**config.mk**
```make
export PLATFORM = sky130hd
export DESIGN_NAME = safe_bus_switch_ctrl_flat
export DESIGN_NICKNAME = d
export VERILOG_FILES = /design/src/rtl/safe_bus_switch_ctrl_if.sv /design/src/rtl/safe_bus_switch_ctrl.sv /design/src/flat_wrapper.sv
export SDC_FILE = /design/constraint.sdc
export NUM_CORES = 1
export LEC_CHECK = 0
export BUFFER_PORTS_ARGS = -buffer_cell sky130_fd_sc_hd__buf_4
export CAP_MARGIN = 10
export CORE_ASPECT_RATIO = 0.6
export CORE_MARGIN = 4
export CORE_UTILIZATION = 40
export CTS_CLUSTER_DIAMETER = 150
export DETAILED_ROUTE_END_ITERATION = 10
export PLACE_DENSITY = 0.6
export SYNTH_ARGS = -nofsm -noshare
export SYNTH_HDL_FRONTEND = slang
export SYNTH_SLANG_ARGS = --single-unit
export TNS_END_PERCENT = 10
```
**constraint.sdc**
```tcl
create_clock -name clk_i -period 4.06 [get_ports clk_i]
set_input_delay 0.609 -clock clk_i [delete_from_list [all_inputs] [get_ports clk_i]]
set_output_delay 0.609 -clock clk_i [all_outputs]
set_load 0.005 [all_outputs]
```
**src/rtl/safe_bus_switch_ctrl_if.sv**
```systemverilog
// rtl/safe_bus_switch_ctrl_if.sv - config request, OBI observation and mux control bundle
// slave modport faces the controller, master modport faces the CSR/FSM plus bus observer side.
interface safe_bus_switch_ctrl_if #(
    parameter int TIMEOUT_W = 16
);
    logic                 cfg_valid_i;
    logic                 cfg_single_i;
    logic                 cfg_master_i;
    logic                 cfg_ready_o;
    logic [3:0]           obs_req_i;
    logic [3:0]           obs_gnt_i;
    logic [3:0]           obs_rvalid_i;
    logic [TIMEOUT_W-1:0] timeout_i;
    logic [3:0]           gate_o;
    logic                 bus_config_o;
    logic                 master_core_o;
    logic                 done_o;
    logic                 timeout_err_o;
    logic                 outst_err_o;

    modport slave (
        input  cfg_valid_i,
        input  cfg_single_i,
        input  cfg_master_i,
        output cfg_ready_o,
        input  obs_req_i,
        input  obs_gnt_i,
        input  obs_rvalid_i,
        input  timeout_i,
        output gate_o,
        output bus_config_o,
        output master_core_o,
        output done_o,
        output timeout_err_o,
        output outst_err_o
    );

    modport master (
        output cfg_valid_i,
        output cfg_single_i,
        output cfg_master_i,
        input  cfg_ready_o,
        output obs_req_i,
        output obs_gnt_i,
        output obs_rvalid_i,
        output timeout_i,
        input  gate_o,
        input  bus_config_o,
        input  master_core_o,
        input  done_o,
        input  timeout_err_o,
        input  outst_err_o
    );
endinterface

```
**src/rtl/safe_bus_switch_ctrl.sv**
```systemverilog
// rtl/safe_bus_switch_ctrl.sv - gate, drain, switch and release sequencer for the dual-core bus mux
// Optional gate+drain timeout abort is enabled by defining SAFE_BUS_SWITCH_TIMEOUT_EN.
module safe_bus_switch_ctrl #(
    parameter int MAX_OUTST = 4,
    parameter int TIMEOUT_W = 16
) (
    input logic                   clk_i,
    input logic                   rst_ni,
    safe_bus_switch_ctrl_if.slave bus
);
    localparam int CW = $clog2(MAX_OUTST + 1);
    localparam logic [CW-1:0] MAX_CNT = CW'(MAX_OUTST);
    localparam logic [CW-1:0] CNT_ONE = CW'(1);

`ifdef SAFE_BUS_SWITCH_TIMEOUT_EN
    typedef enum logic [2:0] {
        S_IDLE, S_GATE, S_DRAIN, S_SWITCH, S_RELEASE, S_ABORT
    } state_t;
`else
    typedef enum logic [2:0] {
        S_IDLE, S_GATE, S_DRAIN, S_SWITCH, S_RELEASE
    } state_t;
`endif

    state_t             r_state;
    logic [3:0]         r_gate;
    logic               r_bus_config;
    logic               r_master_core;
    logic               r_ready;
    logic               r_done;
    logic               r_req_single;
    logic               r_req_master;
    logic               r_outst_err;
    logic [3:0][CW-1:0] r_cnt;

    logic [3:0][CW-1:0] w_cnt_nxt;
    logic [3:0]         w_inc;
    logic [3:0]         w_dec;
    logic [3:0]         w_cnt_err;
    logic [3:0]         w_gate_ok;
    logic               w_all_idle;

    assign w_inc     = bus.obs_req_i & bus.obs_gnt_i;
    assign w_dec     = bus.obs_rvalid_i;
    // A channel may only be gated when no request is left hanging ungranted downstream.
    assign w_gate_ok = ~bus.obs_req_i | bus.obs_gnt_i;

    always_comb begin
        w_all_idle = 1'b1;
        w_cnt_nxt  = r_cnt;
        w_cnt_err  = 4'b0000;
        for (int ch = 0; ch < 4; ch++) begin
            if (w_inc[ch] && !w_dec[ch]) begin
                if (r_cnt[ch] == MAX_CNT) w_cnt_err[ch] = 1'b1;
                else                      w_cnt_nxt[ch] = r_cnt[ch] + CNT_ONE;
            end else if (w_dec[ch] && !w_inc[ch]) begin
                if (r_cnt[ch] == '0) w_cnt_err[ch] = 1'b1;
                else                 w_cnt_nxt[ch] = r_cnt[ch] - CNT_ONE;
            end
            if (w_cnt_nxt[ch] != '0) w_all_idle = 1'b0;
        end
    end

    always_ff @(posedge clk_i or negedge rst_ni) begin
        if (!rst_ni) begin
            r_cnt       <= '0;
            r_outst_err <= 1'b0;
        end else begin
            r_cnt <= w_cnt_nxt;
            if (|w_cnt_err) r_outst_err <= 1'b1;
        end
    end

`ifdef SAFE_BUS_SWITCH_TIMEOUT_EN
    localparam logic [TIMEOUT_W-1:0] TMR_ONE = TIMEOUT_W'(1);
    logic [TIMEOUT_W-1:0] r_timer;
    logic                 r_timeout_err;
    logic                 w_expired;

    assign w_expired = (bus.timeout_i != '0) && (r_timer == bus.timeout_i);

    always_ff @(posedge clk_i or negedge rst_ni) begin
        if (!rst_ni) begin
            r_timer       <= '0;
            r_timeout_err <= 1'b0;
        end else begin
            case (r_state)
                S_IDLE: begin
                    if (bus.cfg_valid_i) begin
                        r_timer       <= '0;
                        r_timeout_err <= 1'b0;
                    end
                end
                S_GATE, S_DRAIN: r_timer <= r_timer + TMR_ONE;
                S_ABORT:         r_timeout_err <= 1'b1;
                default:         r_timer <= r_timer;
            endcase
        end
    end

    assign bus.timeout_err_o = r_timeout_err;
`else
    localparam logic w_expired = 1'b0;
    assign bus.timeout_err_o = 1'b0;
`endif

    always_ff @(posedge clk_i or negedge rst_ni) begin
        if (!rst_ni) begin
            r_state       <= S_IDLE;
            r_gate        <= 4'b0000;
            r_bus_config  <= 1'b0;
            r_master_core <= 1'b0;
            r_ready       <= 1'b1;
            r_done        <= 1'b0;
            r_req_single  <= 1'b0;
            r_req_master  <= 1'b0;
        end else begin
            r_done <= 1'b0;
            case (r_state)
                S_IDLE: begin
                    if (bus.cfg_valid_i) begin
                        r_req_single <= bus.cfg_single_i;
                        r_req_master <= bus.cfg_master_i;
                        if (bus.cfg_single_i == r_bus_config &&
                            bus.cfg_master_i == r_master_core) begin
                            r_done <= 1'b1;
                        end else begin
                            r_ready <= 1'b0;
                            r_state <= S_GATE;
                        end
                    end
                end
                S_GATE: begin
                    if (w_expired) begin
`ifdef SAFE_BUS_SWITCH_TIMEOUT_EN
                        r_done  <= 1'b1;
                        r_state <= S_ABORT;
`endif
                    end else begin
                        r_gate <= r_gate | w_gate_ok;
                        if (&r_gate) r_state <= S_DRAIN;
                    end
                end
                S_DRAIN: begin
                    if (w_expired) begin
`ifdef SAFE_BUS_SWITCH_TIMEOUT_EN
                        r_done  <= 1'b1;
                        r_state <= S_ABORT;
`endif
                    end else if (w_all_idle) begin
                        r_state <= S_SWITCH;
                    end
                end
                S_SWITCH: begin
                    r_bus_config  <= r_req_single;
                    r_master_core <= r_req_master;
                    r_done        <= 1'b1;
                    r_state       <= S_RELEASE;
                end
                S_RELEASE: begin
                    r_gate  <= 4'b0000;
                    r_ready <= 1'b1;
                    r_state <= S_IDLE;
                end
`ifdef SAFE_BUS_SWITCH_TIMEOUT_EN
                S_ABORT: begin
                    r_gate  <= 4'b0000;
                    r_ready <= 1'b1;
                    r_state <= S_IDLE;
                end
`endif
                default: begin
                    r_gate  <= 4'b0000;
                    r_ready <= 1'b1;
                    r_state <= S_IDLE;
                end
            endcase
        end
    end

    assign bus.cfg_ready_o   = r_ready;
    assign bus.gate_o        = r_gate;
    assign bus.bus_config_o  = r_bus_config;
    assign bus.master_core_o = r_master_core;
    assign bus.done_o        = r_done;
    assign bus.outst_err_o   = r_outst_err;
endmodule

```
**src/flat_wrapper.sv**
```systemverilog
// flat-port wrapper written by rule: the top's interface ports become plain ports
module safe_bus_switch_ctrl_flat 
#(
    parameter int MAX_OUTST = 4,
    parameter int TIMEOUT_W = 16
)
  (clk_i, rst_ni, bus_cfg_valid_i, bus_cfg_single_i, bus_cfg_master_i, bus_cfg_ready_o, bus_obs_req_i, bus_obs_gnt_i, bus_obs_rvalid_i, bus_timeout_i, bus_gate_o, bus_bus_config_o, bus_master_core_o, bus_done_o, bus_timeout_err_o, bus_outst_err_o);
  safe_bus_switch_ctrl_if #(.TIMEOUT_W(TIMEOUT_W)) bus_i ();
  input logic clk_i;
  input logic rst_ni;
  input wire logic [$bits(bus_i.cfg_valid_i)-1:0] bus_cfg_valid_i;
  input wire logic [$bits(bus_i.cfg_single_i)-1:0] bus_cfg_single_i;
  input wire logic [$bits(bus_i.cfg_master_i)-1:0] bus_cfg_master_i;
  output wire logic [$bits(bus_i.cfg_ready_o)-1:0] bus_cfg_ready_o;
  input wire logic [$bits(bus_i.obs_req_i)-1:0] bus_obs_req_i;
  input wire logic [$bits(bus_i.obs_gnt_i)-1:0] bus_obs_gnt_i;
  input wire logic [$bits(bus_i.obs_rvalid_i)-1:0] bus_obs_rvalid_i;
  input wire logic [$bits(bus_i.timeout_i)-1:0] bus_timeout_i;
  output wire logic [$bits(bus_i.gate_o)-1:0] bus_gate_o;
  output wire logic [$bits(bus_i.bus_config_o)-1:0] bus_bus_config_o;
  output wire logic [$bits(bus_i.master_core_o)-1:0] bus_master_core_o;
  output wire logic [$bits(bus_i.done_o)-1:0] bus_done_o;
  output wire logic [$bits(bus_i.timeout_err_o)-1:0] bus_timeout_err_o;
  output wire logic [$bits(bus_i.outst_err_o)-1:0] bus_outst_err_o;
  assign bus_i.cfg_valid_i = bus_cfg_valid_i;
  assign bus_i.cfg_single_i = bus_cfg_single_i;
  assign bus_i.cfg_master_i = bus_cfg_master_i;
  assign bus_cfg_ready_o = bus_i.cfg_ready_o;
  assign bus_i.obs_req_i = bus_obs_req_i;
  assign bus_i.obs_gnt_i = bus_obs_gnt_i;
  assign bus_i.obs_rvalid_i = bus_obs_rvalid_i;
  assign bus_i.timeout_i = bus_timeout_i;
  assign bus_gate_o = bus_i.gate_o;
  assign bus_bus_config_o = bus_i.bus_config_o;
  assign bus_master_core_o = bus_i.master_core_o;
  assign bus_done_o = bus_i.done_o;
  assign bus_timeout_err_o = bus_i.timeout_err_o;
  assign bus_outst_err_o = bus_i.outst_err_o;
  safe_bus_switch_ctrl #(.MAX_OUTST(MAX_OUTST), .TIMEOUT_W(TIMEOUT_W)) u_core (.clk_i(clk_i), .rst_ni(rst_ni), .bus(bus_i));
endmodule
```
==> results.md, run 1 <==
- Status: finished, final reports clean
- Clock net sink count: 26
- Clock root buffer master: sky130_fd_sc_hd__clkbuf_8
- Dominant cell type by area after synthesis: sky130_fd_sc_hd__dfrtp_1
- Share of synthesized flip-flops with an asynchronous set or reset: 100.0%
- Clock period minus final worst setup slack: 2.510 ns
- Nature of the critical path startpoint: flop
- Final Hold Vio Count: 0
- Top cells by instance count after synthesis: 25 x sky130_fd_sc_hd__dfrtp_1, 25 x sky130_fd_sc_hd__nand2_1, 13 x sky130_fd_sc_hd__inv_1, 13 x sky130_fd_sc_hd__nor2_1
- Switching part of the total: 41.33%
- TritonCTS Buffers: 3
- Cell internal pwr: 779.4 uW
- Core area: 4257 um^2
- Total global routing overflow: 0
- Worst hold path type: in2async
- Unrepaired setup endpoints after global routing: false
- Power per cell area: 636.1 nW/um^2
- Total of cells resized after clock tree synthesis: 0
- FF+latch count, synth: 26
- Half-perimeter wire length of the detailed placement result: 3010 um
- Number of flip-flops in the largest register: 12
- Floorplan die width: 95.37 um
- Hold Buf Count CTS: 0
- Full die area: 5762 um^2
- Number of nets in the layout: 270
- Total power of the final layout: 1.328 mW
- Yosys cell types: 54
- Final clock period utilization by the worst path: 61.82%
- Total placed cells including tap cells: 280
- Synth-to-layout area growth: 14.00%
- Fraction of synthesized cell area taken by the top area cell type: 34.15%
- Number of antenna violations at the first check in global routing: 0
- Height of the die: 60.42 um
- First-pass GRT wire length: 6492 um
- Design Area, Final: 2088 um^2
- Count of final setup violators: 0
- Final routed wire length divided by cell count: 13.72 um
- Final-report max-slew violation count: 0
- Summed instance area of the synthesized netlist: 1832 um^2
- Max H-tree Level: 1
- Share of the core filled with cells: 49.06%
- Commonest register cell after synthesis: sky130_fd_sc_hd__dfrtp_1
- Detailed Route WL: 3896 um
- Part of the power in registers: 37.5%
- DRC marker count from the first detailed-route iteration: 76
- Combinational fraction of design power: 49.9%
- Starting Density: 43.03%
- Per-cell via count in the routed design: 5.299
- GP Congestion: 0.7898
- First-pass DRT Iterations: 5
- Top fanout value on the critical path: 8
- Remaining antenna violation count after routing: 0
- Clock skew: 0.004635 ns
- Share of layout cells above drive strength 1: 20.09%
- Clk_lat worst skew: 0.27 ns
- Clock slew at reported path FFs: 0.09 ns
- Summed negative setup slack over all endpoints: 0 ns
- Post-route insts no fill: 284
- Leakage power: 0.9311 nW
- R2R setup slack: 1.55 ns
- Count of yosys warnings during synthesis: 0
- Highest ir drop seen on vdd: 0.0002599 V
- Number of cell rows: 18
- Post-synthesis instance total: 205
- Share of total power in the clock network: 12.6%
- DRC violation count after routing: 0
- Type of the worst setup path: reg2reg
- Number of enable flip-flop cells after synthesis: 0
- Fmax achieved: 398.4 MHz
- Crit. End Element: flop
- TritonCTS clock tree: done
- I/O Pins: 43
- Average cell area after synthesis: 8.935 um^2
- ANT cells: 0
- Number of global-route vias before repair: 1374
- Maximum number of pins on one net before global-route repair: 27
- Via Count: 1505
- Net count of the mapped netlist: 250
- Buffers on Ports: 25
- Leading cell types by total area after synthesis: sky130_fd_sc_hd__dfrtp_1 34%, sky130_fd_sc_hd__ha_1 8.2%, sky130_fd_sc_hd__nand2_1 5.1%
- Data required, critical path: 4.24 ns
- Register ranked first by flip-flop count: u_core.r_cnt
- Post-CTS repair timing setup buffer count: 0
- Number of max-capacitance violations reported: 0
- Sequential-to-total area share from yosys stat: 35.59%
- Worst EP arrival: 2.69 ns
- Net load switching power: 549.0 uW
- Area of placed instances: 2033 um^2
- GRT Util Overall: 14.25%
- Bufs on Longest Clock Path: 2
-- layer usage --
| metal | vias up | global-route usage, % | part of all wire [%] |
|---|---|---|---|
| met5 | - | 0 | 0 |
| met1 | 706 | 22.52 | 56 |
| li1 | 769 | - | - |
| met3 | 0 | 4.089 | 5.4 |
| met4 | 0 | 1.232 | 0 |
| met2 | 30 | 19.70 | 39 |
-- critical path, stage by stage (launching register included) --
cell	delay, ns
sky130_fd_sc_hd__dfrtp_1	0.43
sky130_fd_sc_hd__inv_1	0.16
sky130_fd_sc_hd__ha_1	0.33
sky130_fd_sc_hd__nor2b_1	0.25
sky130_fd_sc_hd__or4_1	0.14
sky130_fd_sc_hd__nand4_1	0.11
sky130_fd_sc_hd__or3_1	0.34
sky130_fd_sc_hd__or4_1	0.41
sky130_fd_sc_hd__o31ai_1	0.26
-- placed cells by master, fill, tap and decap left out, types with 2 or more instances in the layout --
cell type                  synthesis  layout
sky130_fd_sc_hd__mux2_2            4       4
sky130_fd_sc_hd__nand3b_1          2       2
sky130_fd_sc_hd__or4_1             3       3
sky130_fd_sc_hd__a21oi_1          11      11
sky130_fd_sc_hd__o21ai_0           8       8
sky130_fd_sc_hd__nand2_1          25      25
sky130_fd_sc_hd__o32a_1            2       2
sky130_fd_sc_hd__a311oi_1          2       2
sky130_fd_sc_hd__clkbuf_8          0       4
sky130_fd_sc_hd__or3_1             5       5
sky130_fd_sc_hd__o311ai_0          2       2
sky130_fd_sc_hd__buf_4             1      25
sky130_fd_sc_hd__or3b_2            2       2
sky130_fd_sc_hd__nor2b_1           3       3
sky130_fd_sc_hd__o311ai_1          2       2
sky130_fd_sc_hd__nand4_1           5       5
sky130_fd_sc_hd__and3_1            4       4
sky130_fd_sc_hd__nand2b_1          3       3
sky130_fd_sc_hd__nand3_1          12      12
sky130_fd_sc_hd__inv_1            13      13
sky130_fd_sc_hd__ha_1             12      12
sky130_fd_sc_hd__and2_1            3       3
sky130_fd_sc_hd__nor2_1           13      13
sky130_fd_sc_hd__o31a_1            2       2
sky130_fd_sc_hd__dfrtp_1          25      25
sky130_fd_sc_hd__xnor2_1           7       7
-- per-stage QoR --
step / hold WS (ns) / setup WS [ns]
3_5_place_dp: 0.4873 / 1.576
4_1_cts: 0.2436 / 1.534
5_1_grt: 0.2440 / 1.391
3_3_place_gp: 0.4834 / 1.575
2_1_floorplan: 0.3134 / 1.821
6_report: 0.2335 / 1.550
-- cell families (layout without fill, tap and decap cells) --
logic type / Yosys count / in the layout / synth area share (%)
flops: 26 / 26 / 35.59
buf+inv: 23 / 42 / 6.011
simple gates: 88 / 88 / 26.30
compound gates: 42 / 42 / 16.87
xor+xnor: 8 / 8 / 3.825
fa+ha+maj: 12 / 12 / 8.197
mux: 5 / 5 / 3.005
other cells: 1 / 1 / 0.2047
-- power by group through the flow --
| stage | clock [mW] | combinational (mW) | sequential [mW] |
|---|---|---|---|
| after detailed placement | 0 | 0.660 | 0.501 |
| final | 0.167 | 0.663 | 0.498 |
| after CTS | 0.174 | 0.666 | 0.497 |
| after global placement | 0 | 0.654 | 0.501 |
| after global routing | 0.182 | 0.750 | 0.519 |
| after floorplan | 0 | 0.484 | 0.472 |
-- final timing paths --
path                                   startpoint  cells after the start                     end
setup reg to reg                  u_core.r_cnt[6]                      8       u_core.r_state[0]
min in group clk_i         u_core.bus.outst_err_o                      2  u_core.bus.outst_err_o
setup / recovery                  u_core.r_cnt[6]                      8       u_core.r_state[0]
hold / removal                             rst_ni                      1     u_core.r_req_single
hold reg to reg            u_core.bus.outst_err_o                      2  u_core.bus.outst_err_o
max in group asynchronous                  rst_ni                      1  u_core.bus.cfg_ready_o
-- area by class of cell --
class | instances | area [um^2]
clock buffer | 4 | 55.05
fill | 423 | 2168
inverter | 13 | 48.80
multi-input combinational | 156 | 1070
sequential | 26 | 651.9
tap | 60 | 75.07
timing repair buffer | 25 | 187.7
Note: power is estimated with default switching activity, not from simulation.
==> run 2: changes to the inputs <==
==> constraint.sdc (replaced) <==
create_clock -name clk_i -period 2.49 [get_ports clk_i]
set_input_delay 0.3735 -clock clk_i [delete_from_list [all_inputs] [get_ports clk_i]]
set_output_delay 0.3735 -clock clk_i [all_outputs]
set_load 0.005 [all_outputs]
==> results.md, run 2 (same netlist as run 1, synthesis figures left out) <==
- Number of max-capacitance violations reported: 0 (unchanged)
- Per-cell via count in the routed design: 5.178 (-2.3%)
- Highest ir drop seen on vdd: 0.0004464 V (+72%)
- Final Hold Vio Count: 1 (+1)
- Nature of the critical path startpoint: flop
- Unrepaired setup endpoints after global routing: false
- Worst hold path type: in2async
- Fmax achieved: 421.7 MHz (+5.8%)
- Maximum number of pins on one net before global-route repair: 27 (unchanged)
- Clock skew: 0.003318 ns (-0.001317 ns)
- Clock period minus final worst setup slack: 2.372 ns (-0.1382 ns)
- Via Count: 1512 (+0.47%)
- Summed negative setup slack over all endpoints: 0 ns (unchanged)
- Crit. End Element: flop
- Multi-input combinational cell area: 1077 um^2 (+0.70%)
- Clock root buffer master: sky130_fd_sc_hd__clkbuf_8
- Max H-tree Level: 1 (unchanged)
- DRC violation count after routing: 0 (unchanged)
- Count of final setup violators: 0 (unchanged)
- Hold Buf Count CTS: 0 (unchanged)
- Biggest cell delay along the critical path: 0.41 ns (-0.02 ns)
- Number of antenna violations at the first check in global routing: 0 (unchanged)
- Detailed Route WL: 3812 um (-2.2%)
- Register ranked first by flip-flop count: u_core.r_cnt
- Register Area: 651.9 um^2 (unchanged)
- Clock slew at reported path FFs: 0.08 ns (about the same)
- Top library cells by usage in the layout, fill and taps aside: 33 x sky130_fd_sc_hd__buf_4, 25 x sky130_fd_sc_hd__nand2_1, 25 x sky130_fd_sc_hd__dfrtp_1, 13 x sky130_fd_sc_hd__inv_1, 13 x sky130_fd_sc_hd__nor2_1
- Total power of the final layout: 2.215 mW (+67%)
- Number of nets in the layout: 278 (+3.0%)
- Final-report max-slew violation count: 0 (unchanged)
- Power per cell area: 1032 nW/um^2 (+62%)
- Status: finished with violations
- Bufs on Longest Clock Path: 2 (unchanged)
- TritonCTS Buffers: 3 (unchanged)
- Clock net sink count: 26 (unchanged)
- Full die area: 5762 um^2 (unchanged)
- Final routed wire length divided by cell count: 13.05 um (-4.8%)
- TritonCTS clock tree: done
- Number of flip-flops in the largest register: 12 (unchanged)
- Type of the worst setup path: reg2reg
- First-pass GRT wire length: 6437 um (-0.85%)
- Buffers on Ports: 25 (unchanged)
- Failing checks: hold timing
- I/O Pins: 43 (unchanged)
- Remaining antenna violation count after routing: 0 (unchanged)
- Floorplan die width: 95.37 um (unchanged)
- Starting Density: 43.03% (unchanged)
- Worst EP arrival: 2.55 ns (-0.14 ns)
- Final worst hold slack: -0.0001198 ns (-0.2336 ns)
- Area of placed instances: 2078 um^2 (+2.2%)
- Total global routing overflow: 0 (unchanged)
- GRT Util Overall: 14.23% (-0.015 points)
- Core area: 4257 um^2 (unchanged)
- Number of global-route vias before repair: 1377 (+0.22%)
- Most frequent standard cell in the layout excluding fill and tap cells: sky130_fd_sc_hd__buf_4
- GP Congestion: 0.7940 (+0.53%)
- Share of layout cells above drive strength 1: 23.28% (+3.2 points)
- Crit-path slowest cell: sky130_fd_sc_hd__or3_1
- Number of cell rows: 18 (unchanged)
- Clk_lat worst skew: 0.26 ns (about the same)
- Data required, critical path: 2.67 ns (-1.57 ns)
- First-pass DRT Iterations: 4 (-1)
- Ordered list of cells on the worst path: inv_1 > ha_1 > and3_1 > a211oi_2 > a311oi_1 > or3_1 > or4_1 > o31ai_1
- DRC marker count from the first detailed-route iteration: 102 (+34%)
- Top fanout value on the critical path: 3 (-5)
- ANT cells: 0 (unchanged)
- Leakage power: 0.9657 nW (+3.7%)
- Height of the die: 60.42 um (unchanged)
- Half-perimeter wire length of the detailed placement result: 3000 um (-0.34%)
- Design Area, Final: 2146 um^2 (+2.8%)
- Synth-to-layout area growth: 17.14%
- Final clock period utilization by the worst path: 95.25% (+33 points)
- Filler cell count: 394 (-6.9%)
-- run 2: final cells by class --
class | count | area share [%]
repair buffers | 33 | 11.55
clock buffers | 4 | 2.099
multi-input cells | 156 | 50.20
inverters | 13 | 2.274
well taps | 60 | 3.499
flip-flops and latches | 26 | 30.38
-- run 2: metrics by stage --
step	util [%]	hold slack, ns	std cells	setup slack [ns]
2_1_floorplan	-	0.07791	205	0.2510
3_3_place_gp	48.82	0.3025	286	0.1131
3_5_place_dp	48.82	0.3038	286	0.06730
4_1_cts	49.88	0.004032	290	0.06781
5_1_grt	50.41	0.01099	292	0.002361
6_report	50.41	-0.0001198	292	0.1184
-- run 2: what timing repair did --
action	in CTS	in global routing
gates resized for setup	0	2
buffers inserted	0	2
setup endpoints to repair	0	1
-- run 2: worst max-delay path, delay by kind of cell, from the launching register on --
| family | cells | cell delay, ns |
|---|---|---|
| compound gates | 3 | 0.50 |
| fa+ha+maj | 1 | 0.26 |
| buf+inv | 1 | 0.11 |
| flops | 1 | 0.40 |
| simple gates | 3 | 1.02 |
-- run 2: power breakdown --
group	switching, mW	internal [mW]
logic	0.596	0.594
registers	0.176	0.615
clock network	0.121	0.114
-- run 2: worst paths after layout --
kind,from,end,slack (ns),depth (start not counted)
setup / recovery,u_core.r_cnt[10],u_core.r_state[0],0.12,8
hold / removal,rst_ni,u_core.bus.bus_config_o,-0.0001,1
setup reg to reg,u_core.r_cnt[10],u_core.r_state[0],0.12,8
hold reg to reg,u_core.r_req_master,u_core.r_req_master,0.51,1
max in group asynchronous,rst_ni,u_core.bus.cfg_ready_o,2.20,1
min in group clk_i,bus_cfg_master_i,u_core.r_req_master,0.36,2
-- run 2: layer usage --
layer / share of wire [%] / global-route usage (%) / vias up / wire (um)
li1: - / - / 786 / -
met4: 0.45 / 2.464 / 0 / 17
met2: 39 / 20.00 / 43 / 1479
met1: 55 / 22.38 / 681 / 2087
met3: 6.0 / 3.098 / 2 / 229
met5: 0 / 0 / - / 0
